$ cat config.mk
export PLATFORM = sky130hd
export DESIGN_NAME = alu_demux4
export DESIGN_NICKNAME = d
export VERILOG_FILES = /design/src/rtl/alu_demux_pkg.sv /design/src/rtl/alu_demux_lane.sv /design/src/rtl/alu_demux4.sv
export SDC_FILE = /design/constraint.sdc
export NUM_CORES = 1
export LEC_CHECK = 0
export ABC_CLOCK_PERIOD_IN_PS = 3400
export CAP_MARGIN = 40
export CORE_UTILIZATION = 47
export CTS_CLUSTER_DIAMETER = 80
export DETAILED_ROUTE_END_ITERATION = 6
export HOLD_SLACK_MARGIN = 0.15
export PLACE_DENSITY = 0.89
export SYNTH_ARGS = -nofsm -noshare
export SYNTH_HDL_FRONTEND = slang
export SYNTH_HIERARCHICAL = 1
export SYNTH_SLANG_ARGS = --single-unit
export TNS_END_PERCENT = 20
$ cat constraint.sdc
create_clock -name clk -period 3.4 [get_ports clk]
set_input_delay 0.68 -clock clk [delete_from_list [all_inputs] [get_ports clk]]
set_output_delay 0.68 -clock clk [all_outputs]
set_load 0.1 [all_outputs]
$ cat src/rtl/alu_demux_pkg.sv
// Shared constants and lane-select encoding for the 1:4 word demultiplexer.
// Select decoding is the inverse of the 4:1 mux encoding used elsewhere.
package alu_demux_pkg;

    localparam int unsigned WIDTH_DEFAULT = 32;
    localparam int unsigned NUM_LANES     = 4;
    localparam int unsigned COUNT_W       = 16;

    typedef enum logic [1:0] {
        SEL_LANE0 = 2'b00,
        SEL_LANE1 = 2'b01,
        SEL_LANE2 = 2'b10,
        SEL_LANE3 = 2'b11
    } lane_sel_e;

    function automatic logic [NUM_LANES-1:0] lane_onehot(input lane_sel_e sel);
        return NUM_LANES'(1) << sel;
    endfunction

endpackage

$ cat src/rtl/alu_demux_lane.sv
// One demux lane: single-entry holding register, full flag and accept counter.
module alu_demux_lane
    import alu_demux_pkg::*;
#(
    parameter int unsigned WIDTH = WIDTH_DEFAULT
) (
    input  logic               clk,
    input  logic               reset,
    input  logic               flush,
    input  logic               load,
    input  logic [WIDTH-1:0]   load_data,
    input  logic               ready,
    output logic [WIDTH-1:0]   data,
    output logic               full,
    output logic [COUNT_W-1:0] count
);

    // A load wins over a same-cycle drain so the replacing word is kept.
    always_ff @(posedge clk) begin
        if (reset) begin
            full  <= 1'b0;
            data  <= '0;
            count <= '0;
        end else if (flush) begin
            full <= 1'b0;
        end else if (load) begin
            full  <= 1'b1;
            data  <= load_data;
            count <= count + COUNT_W'(1);
        end else if (full && ready) begin
            full <= 1'b0;
        end
    end

endmodule

$ cat src/rtl/alu_demux4.sv
// 1:4 demultiplexer routing a valid/ready word stream into four registered lanes.
// Only select decode and the in_ready mux live here; all state is in the lanes.
module alu_demux4
    import alu_demux_pkg::*;
#(
    parameter int unsigned WIDTH = WIDTH_DEFAULT
) (
    input  logic                 clk,
    input  logic                 reset,
    input  logic                 flush,
    input  logic [WIDTH-1:0]     in_data,
    input  logic                 select2,
    input  logic                 select1,
    input  logic                 in_valid,
    output logic                 in_ready,
    output logic [WIDTH-1:0]     out_data0,
    output logic [WIDTH-1:0]     out_data1,
    output logic [WIDTH-1:0]     out_data2,
    output logic [WIDTH-1:0]     out_data3,
    output logic [NUM_LANES-1:0] out_valid,
    input  logic [NUM_LANES-1:0] out_ready,
    output logic [COUNT_W-1:0]   lane_count0,
    output logic [COUNT_W-1:0]   lane_count1,
    output logic [COUNT_W-1:0]   lane_count2,
    output logic [COUNT_W-1:0]   lane_count3
);

    lane_sel_e            sel;
    logic [NUM_LANES-1:0] full;
    logic [NUM_LANES-1:0] load;
    logic [WIDTH-1:0]     lane_data  [NUM_LANES];
    logic [COUNT_W-1:0]   lane_count [NUM_LANES];

    assign sel = lane_sel_e'({select2, select1});

    always_comb begin
        in_ready = 1'b0;
        load     = '0;
        if (!reset && !flush) begin
            in_ready = !full[sel] || out_ready[sel];
        end
        if (in_valid && in_ready) begin
            load = lane_onehot(sel);
        end
    end

    for (genvar n = 0; n < NUM_LANES; n++) begin : g_lane
        alu_demux_lane #(
            .WIDTH(WIDTH)
        ) u_lane (
            .clk      (clk),
            .reset    (reset),
            .flush    (flush),
            .load     (load[n]),
            .load_data(in_data),
            .ready    (out_ready[n]),
            .data     (lane_data[n]),
            .full     (full[n]),
            .count    (lane_count[n])
        );
    end

    assign out_valid   = full;
    assign out_data0   = lane_data[0];
    assign out_data1   = lane_data[1];
    assign out_data2   = lane_data[2];
    assign out_data3   = lane_data[3];
    assign lane_count0 = lane_count[0];
    assign lane_count1 = lane_count[1];
    assign lane_count2 = lane_count[2];
    assign lane_count3 = lane_count[3];

endmodule

==> impl_metrics.json, run 1 <==
{
  "p_clk_frac": 0.441,
  "worstPathCellList": "clkdlybuf4s50_1, or3b_1, a21oi_1, a311oi_2, buf_12",
  "cp.arrival_ns": 2.29,
  "cts.sinks": 196,
  "yosysWarnings": 6,
  "io-pin-count": 239,
  "p_comb_frac": 0.066,
  "reg2reg_from": "g_lane[2].u_lane/full",
  "min_period_ns": 2.972,
  "async_flop_share": 0,
  "status": "complete, no violations",
  "synth.avg_cell_area_um2": 8.086,
  "synth_area_um2": 7617,
  "pre_cts_slack_ns": 0.1553,
  "cp_max_fo": 8,
  "startpoint": "select2",
  "routed_wl_mm": 25.70,
  "vias": 7866,
  "multi_input_area_um2": 3413,
  "cts_max_path_buffers": 2,
  "fp-row-count": 46,
  "drcViolationCount": 0,
  "setup-violations-final": 0,
  "cts_setup_buffers": 0,
  "first_pass_iters": 5,
  "clkLatencyLatePin_ns": 0.43,
  "die_area_um2": 16720,
  "cpLargestDelayFamily": "buffers and inverters",
  "place_congestion": 0.8785,
  "power.internal_uw": 3534,
  "crit_buf_inv": 2,
  "ctsHtreeMaxLevel": 4,
  "power.switching_uw": 1152,
  "yosys.cell_types.count": 35,
  "root_buffer": "clkbuf_16",
  "slowest_stage": "clkdlybuf4s50_1",
  "drv_slew": 0,
  "antenna_cells": 0,
  "hp-start": "g_lane[1].u_lane/data[18]",
  "drtAntennaViolNets": 0,
  "vias_per_cell": 5.402,
  "syn-num-nets": 988,
  "hold_violations": 0,
  "syn_inst": 942,
  "drive_above_1_share": 0.2121,
  "grt_first_pass_wirelength_mm": 39.91,
  "io_buffers": 238,
  "leakagePower_uw": 0.004417,
  "final_util": 0.7379,
  "worst-setup-path-type": "in2out",
  "core_um2": 15830,
  "clkTransAtPathRegs_ns": 0.07,
  "rsz0062_at_grt": "no",
  "antenna_found_initial": 0,
  "ys.flop_type": "dfxtp_1",
  "fillerInstances": 1054,
  "setup_ws_ns": 0.4284,
  "grt_usage": 0.3108,
  "setup-tns-final_ns": 0,
  "syn_to_final_growth_pct": 53.32,
  "dp_hpwl_mm": 18.41,
  "synth_edf_count": 0,
  "hold_slack_ns": 0.4540,
  "drv_cap": 0,
  "cts_tree": "built",
  "worst_pin_slew_ns": 0.9364,
  "ir_drop_uv": 366.4,
  "worstSetupStartpointType": "input port",
  "drt_iter0_drc": 495,
  "max_freq_mhz": 336.5,
  "yosysSeqAreaShare": 0.5151,
  "fin_crit_sh": 0.8740,
  "initial_core_util": 0.4813,
  "clock_skew_ns": 0.009052,
  "dieHeight_um": 129.3,
  "totalPowerFinal_uw": 4685,
  "hold_class": "reg2reg",
  "worstPathRequired_ns": 2.72,
  "swShare": 0.2458,
  "cpPeakStageDelay_ns": 0.65,
  "grt_pass1_vias": 7753,
  "cts_resized": 0,
  "die_width_um": 129.3,
  "nets": 1273,
  "cts_buffers": 17,
  "p_per_area_nw_per_um2": 401.2,
  "critPathCaptureType": "output pin",
  "seqCellArea_um2": 3924,
  "wl_per_cell_um": 17.65,
  "p_seq_frac": 0.494,
  "maxSlewHeadroom": 0.3758,
  "grt.overflow.total": 0,
  "ys_ff_latch": 196,
  "ctsHoldBuffers": 0,
  "grt_max_degree": 205
}
==> power by group through the flow <==
stage | registers (uW) | logic [uW] | clock network [uW]
final | 2310 | 307 | 2070
after global routing | 2310 | 321 | 2190
after CTS | 2310 | 305 | 2090
after detailed placement | 2370 | 303 | 0
after global placement | 2370 | 281 | 0
after floorplan | 2450 | 70.1 | 0
==> path summary, 6_finish.rpt <==
check                          endpoint  slack (ns)  cells past startpoint
max                            in_ready        0.43                      5
min           g_lane[1].u_lane/data[18]        0.45                      2
max reg2reg  g_lane[2].u_lane/count[15]        1.13                      7
min reg2reg   g_lane[1].u_lane/data[18]        0.45                      2
==> layout make-up <==
class | count | share of cell area
flip-flops and latches | 196 | 0.3360
clock inverters | 14 | 0.01425
inverters | 19 | 0.006107
well taps | 216 | 0.02314
repair buffers | 326 | 0.2907
multi-input cells | 667 | 0.2923
clock buffers | 18 | 0.03760
==> layer usage <==
layer / routed length [um] / share of wire / global-route usage
met5: 0 / 0 / 0
met4: 1233 / 0.048 / 0.1751
met3: 2068 / 0.080 / 0.1003
met2: 12750 / 0.50 / 0.5281
met1: 9650 / 0.38 / 0.3431
==> worst min-delay path: cells and delay by family (launching register included) <==
| family | cells | cell delay [ns] |
|---|---|---|
| compound gates | 1 | 0.05 |
| simple gates | 1 | 0.05 |
| flops | 1 | 0.31 |
==> state kept, by name (all words and copies together), names as in the netlist <==
register,flops
g_lane.u_lane/full,4
g_lane.u_lane/data,128
g_lane.u_lane/count,64
==> Yosys cell counts, drive strengths merged (4+ instances only) <==
| cell | n | area [um^2] |
|---|---|---|
| a21o | 4 | 30.03 |
| a21oi | 149 | 745.7 |
| and3 | 4 | 30.03 |
| and4 | 8 | 70.07 |
| and4b | 8 | 80.08 |
| buf | 8 | 45.04 |
| clkbuf | 52 | 195.2 |
| dfxtp | 196 | 3924 |
| ha | 4 | 50.05 |
| inv | 19 | 71.32 |
| mux2 | 4 | 60.06 |
| nand2 | 290 | 1099 |
| nand2b | 4 | 25.02 |
| nand3 | 20 | 100.1 |
| nand4 | 16 | 100.1 |
| nand4b | 4 | 35.03 |
| nor2 | 49 | 186.4 |
| nor2b | 10 | 62.56 |
| nor3 | 14 | 70.07 |
| nor4 | 4 | 25.02 |
| o31ai | 12 | 90.09 |
| or3 | 4 | 25.02 |
| or4 | 12 | 90.09 |
| xnor2 | 16 | 140.1 |
| xor2 | 24 | 210.2 |
==> cell usage in the layout, fill, tap and decap left out, types with 2 or more instances in the layout <==
cell,instances
nand3_1,20
o31ai_1,12
inv_8,2
xnor2_1,16
buf_8,71
and3_2,4
nor3_1,14
inv_6,5
buf_12,7
buf_4,132
dfxtp_1,196
or3_1,4
a21o_1,4
nor4_1,4
nor2b_1,6
nand4_1,16
xor2_1,24
clkinvlp_4,3
nand2b_1,4
mux2_4,4
a21oi_1,149
nor2_1,48
clkdlybuf4s50_1,113
or4_1,12
ha_1,4
inv_1,19
nand4b_1,4
bufinv_16,2
nand2_2,4
nor2b_4,3
and4b_1,8
nand2_1,286
clkbuf_16,17
and4_1,8
buf_16,2
clkinv_4,2
==> cells by family after synthesis <==
logic type / share of synthesized area
muxes: 0.007885
DFF: 0.5151
xor gates and xnor gates: 0.04599
AOI/OAI and AO/OA: 0.1179
adders and majority gates: 0.006571
and+or+nand+nor: 0.2656
buffers and inverters: 0.04090
==> stage by stage <==
step	std cells	area, um^2
finish	1456	11680
global route	1456	11680
CTS	1456	11680
detailed placement	1424	11070
global placement	1351	9952
floorplan	942	7624
Power figures use the tool's default switching activity.
==> run 2, diff against run 1 <==
--- a/config.mk
+++ b/config.mk
@@ -5,13 +5,15 @@
 export SDC_FILE = /design/constraint.sdc
 export NUM_CORES = 1
 export LEC_CHECK = 0
-export ABC_CLOCK_PERIOD_IN_PS = 3400
+export ABC_CLOCK_PERIOD_IN_PS = 3600
 export CAP_MARGIN = 40
-export CORE_UTILIZATION = 47
+export CELL_PAD_IN_SITES_DETAIL_PLACEMENT = 1
+export CELL_PAD_IN_SITES_GLOBAL_PLACEMENT = 1
+export CORE_UTILIZATION = 36
 export CTS_CLUSTER_DIAMETER = 80
 export DETAILED_ROUTE_END_ITERATION = 6
 export HOLD_SLACK_MARGIN = 0.15
-export PLACE_DENSITY = 0.89
+export PLACE_DENSITY = 0.93
 export SYNTH_ARGS = -nofsm -noshare
 export SYNTH_HDL_FRONTEND = slang
 export SYNTH_HIERARCHICAL = 1
==> constraint.sdc (replaced) <==
create_clock -name clk -period 3.6 [get_ports clk]
set_input_delay 0.72 -clock clk [delete_from_list [all_inputs] [get_ports clk]]
set_output_delay 0.72 -clock clk [all_outputs]
set_load 0.1 [all_outputs]
==> run 2 against run 1 <==
Compared with the run above: register-to-register slack about the same; power fell by 2.0%; global-route usage increased by 13 points; first-iteration DRC count grew 27%; utilization is 2.6 points lower; hold slack better by 0.0011 ns; critical path type is now in2reg; largest cell class is now buffers; largest power group unchanged.
==> impl_metrics.json, run 2 (synthesized netlist as in run 1, its figures left out) <==
{
  "p_per_area_nw_per_um2": 314.5,
  "grt_usage": 0.4379,
  "io_buffers": 238,
  "cts_setup_buffers": 0,
  "regMostFlops": "g_lane.u_lane/data",
  "initial_core_util": 0.3717,
  "min_period_ns": 3.171,
  "rsz0062_at_grt": "no",
  "vias": 9601,
  "reg_top3": "g_lane.u_lane/data: 128 flops, g_lane.u_lane/count: 64 flops, g_lane.u_lane/full: 4 flops",
  "die_width_um": 147.5,
  "design_area_um2": 14600,
  "final_cell_mix": "nand2_1 (286), clkdlybuf4s50_1 (235), dfxtp_1 (196)",
  "startpoint": "flush",
  "status": "complete, no violations",
  "worstSetupStartpointType": "input port",
  "setup_ws_ns": 0.4288,
  "max_freq_mhz": 315.3,
  "io-pin-count": 239,
  "hold_class": "reg2reg",
  "die_area_um2": 21740,
  "cts_max_path_buffers": 2,
  "vias_per_cell": 5.876,
  "worst_pin_slew_ns": 0.9365,
  "crit_buf_inv": 3,
  "cp_max_fo": 32,
  "cpPeakStageDelay_ns": 0.59,
  "nets": 1398,
  "dp_cells": 1603,
  "seqCellArea_um2": 3924,
  "hp-start": "g_lane[0].u_lane/data[9]",
  "clock_skew_ns": 0.01855,
  "drt_iter0_drc": 631,
  "worst-setup-path-type": "in2reg",
  "pre_cts_slack_ns": 0.1379,
  "wl_per_cell_um": 28.58,
  "maxSlewHeadroom": 0.3757,
  "fin_crit_sh": 0.8809,
  "drv_slew": 0,
  "antenna_cells": 0,
  "grt_pass1_vias": 10900,
  "cts_buffers": 17,
  "drive_above_1_share": 0.1935,
  "ctsHoldBuffers": 0,
  "drv_cap": 0,
  "ir_drop_uv": 301.6,
  "cts_tree": "built",
  "hold_slack_ns": 0.4551,
  "worstPathRequired_ns": 3.89,
  "worstPathCellList": "clkdlybuf4s50_1, nor2_2, nand2_1, a2111oi_1, buf_4, nor2b_4, buf_4, nand2_1, a21oi_1",
  "instances_no_fill": 1634,
  "place_congestion": 0.8331,
  "largest_reg_flops": 128,
  "antenna_found_initial": 0,
  "cts.sinks": 196,
  "clkTransAtPathRegs_ns": 0.07,
  "drtAntennaViolNets": 0,
  "cpLargestDelayFamily": "buffers and inverters",
  "grt_first_pass_wirelength_mm": 69.87,
  "layout_commonest_cell": "nand2_1",
  "core_um2": 20490,
  "fillerInstances": 2104,
  "grt.overflow.total": 0,
  "r2r_setup_slack_ns": 1.14,
  "grt_max_degree": 205,
  "dieHeight_um": 147.5,
  "slowest_stage": "a2111oi_1",
  "dp_hpwl_mm": 31.61,
  "reg2reg_from": "g_lane[2].u_lane/full",
  "fp-row-count": 52,
  "syn_to_final_growth_pct": 91.62,
  "leakagePower_uw": 0.005303,
  "clkLatencyLatePin_ns": 0.45,
  "multi_input_area_um2": 3413,
  "critPathCaptureType": "register",
  "first_pass_iters": 5,
  "routed_wl_mm": 46.71,
  "root_buffer": "clkbuf_16",
  "drcViolationCount": 0,
  "cp.arrival_ns": 3.46,
  "cts_resized": 0,
  "setup-tns-final_ns": 0,
  "hold_violations": 0,
  "ctsHtreeMaxLevel": 4,
  "setup-violations-final": 0,
  "dpl_cell_area_um2": 13990
}
## run 2: worst register-to-register path, cell delays in order (launching register included)
cell,delay [ns]
dfxtp_1,0.36
nor2b_1,0.15
nor4b_1,0.50
and4b_1,0.34
nand2_1,0.24
or3_1,0.43
mux2_4,0.33
## run 2: final timing paths
path	to	cells after the start
worst max-delay path	g_lane[0].u_lane/data[10]	9
worst min-delay path	g_lane[0].u_lane/data[9]	2
worst max register to register	g_lane[2].u_lane/count[15]	6
worst min register to register	g_lane[0].u_lane/data[9]	2
## run 2: cell type report
cell class,instances,area share
Multi-Input combinational cell,667,0.2338
Sequential cell,196,0.2688
Tap cell,270,0.02314
Clock inverter,11,0.01037
Inverter,19,0.004886
Timing Repair Buffer,451,0.4277
Clock buffer,20,0.03129
## run 2: report_power, final
part           switching [uW]  internal (uW)
Combinational             226            121
Sequential               9.82           2180
Clock                     921           1140
## run 2: metrics by stage
step,utilization,total power (uW)
after global routing,0.7122,4684
final,0.7122,4590
after CTS,0.7122,4577
after global placement,0.5031,2508
after detailed placement,0.6825,2573
after floorplan,-,2382
## run 2: layer usage
layer  part of all wire  track usage
met3              0.070       0.1235
met2               0.52       0.7922
met5                  0            0
met1               0.31       0.3930
met4              0.099       0.4072
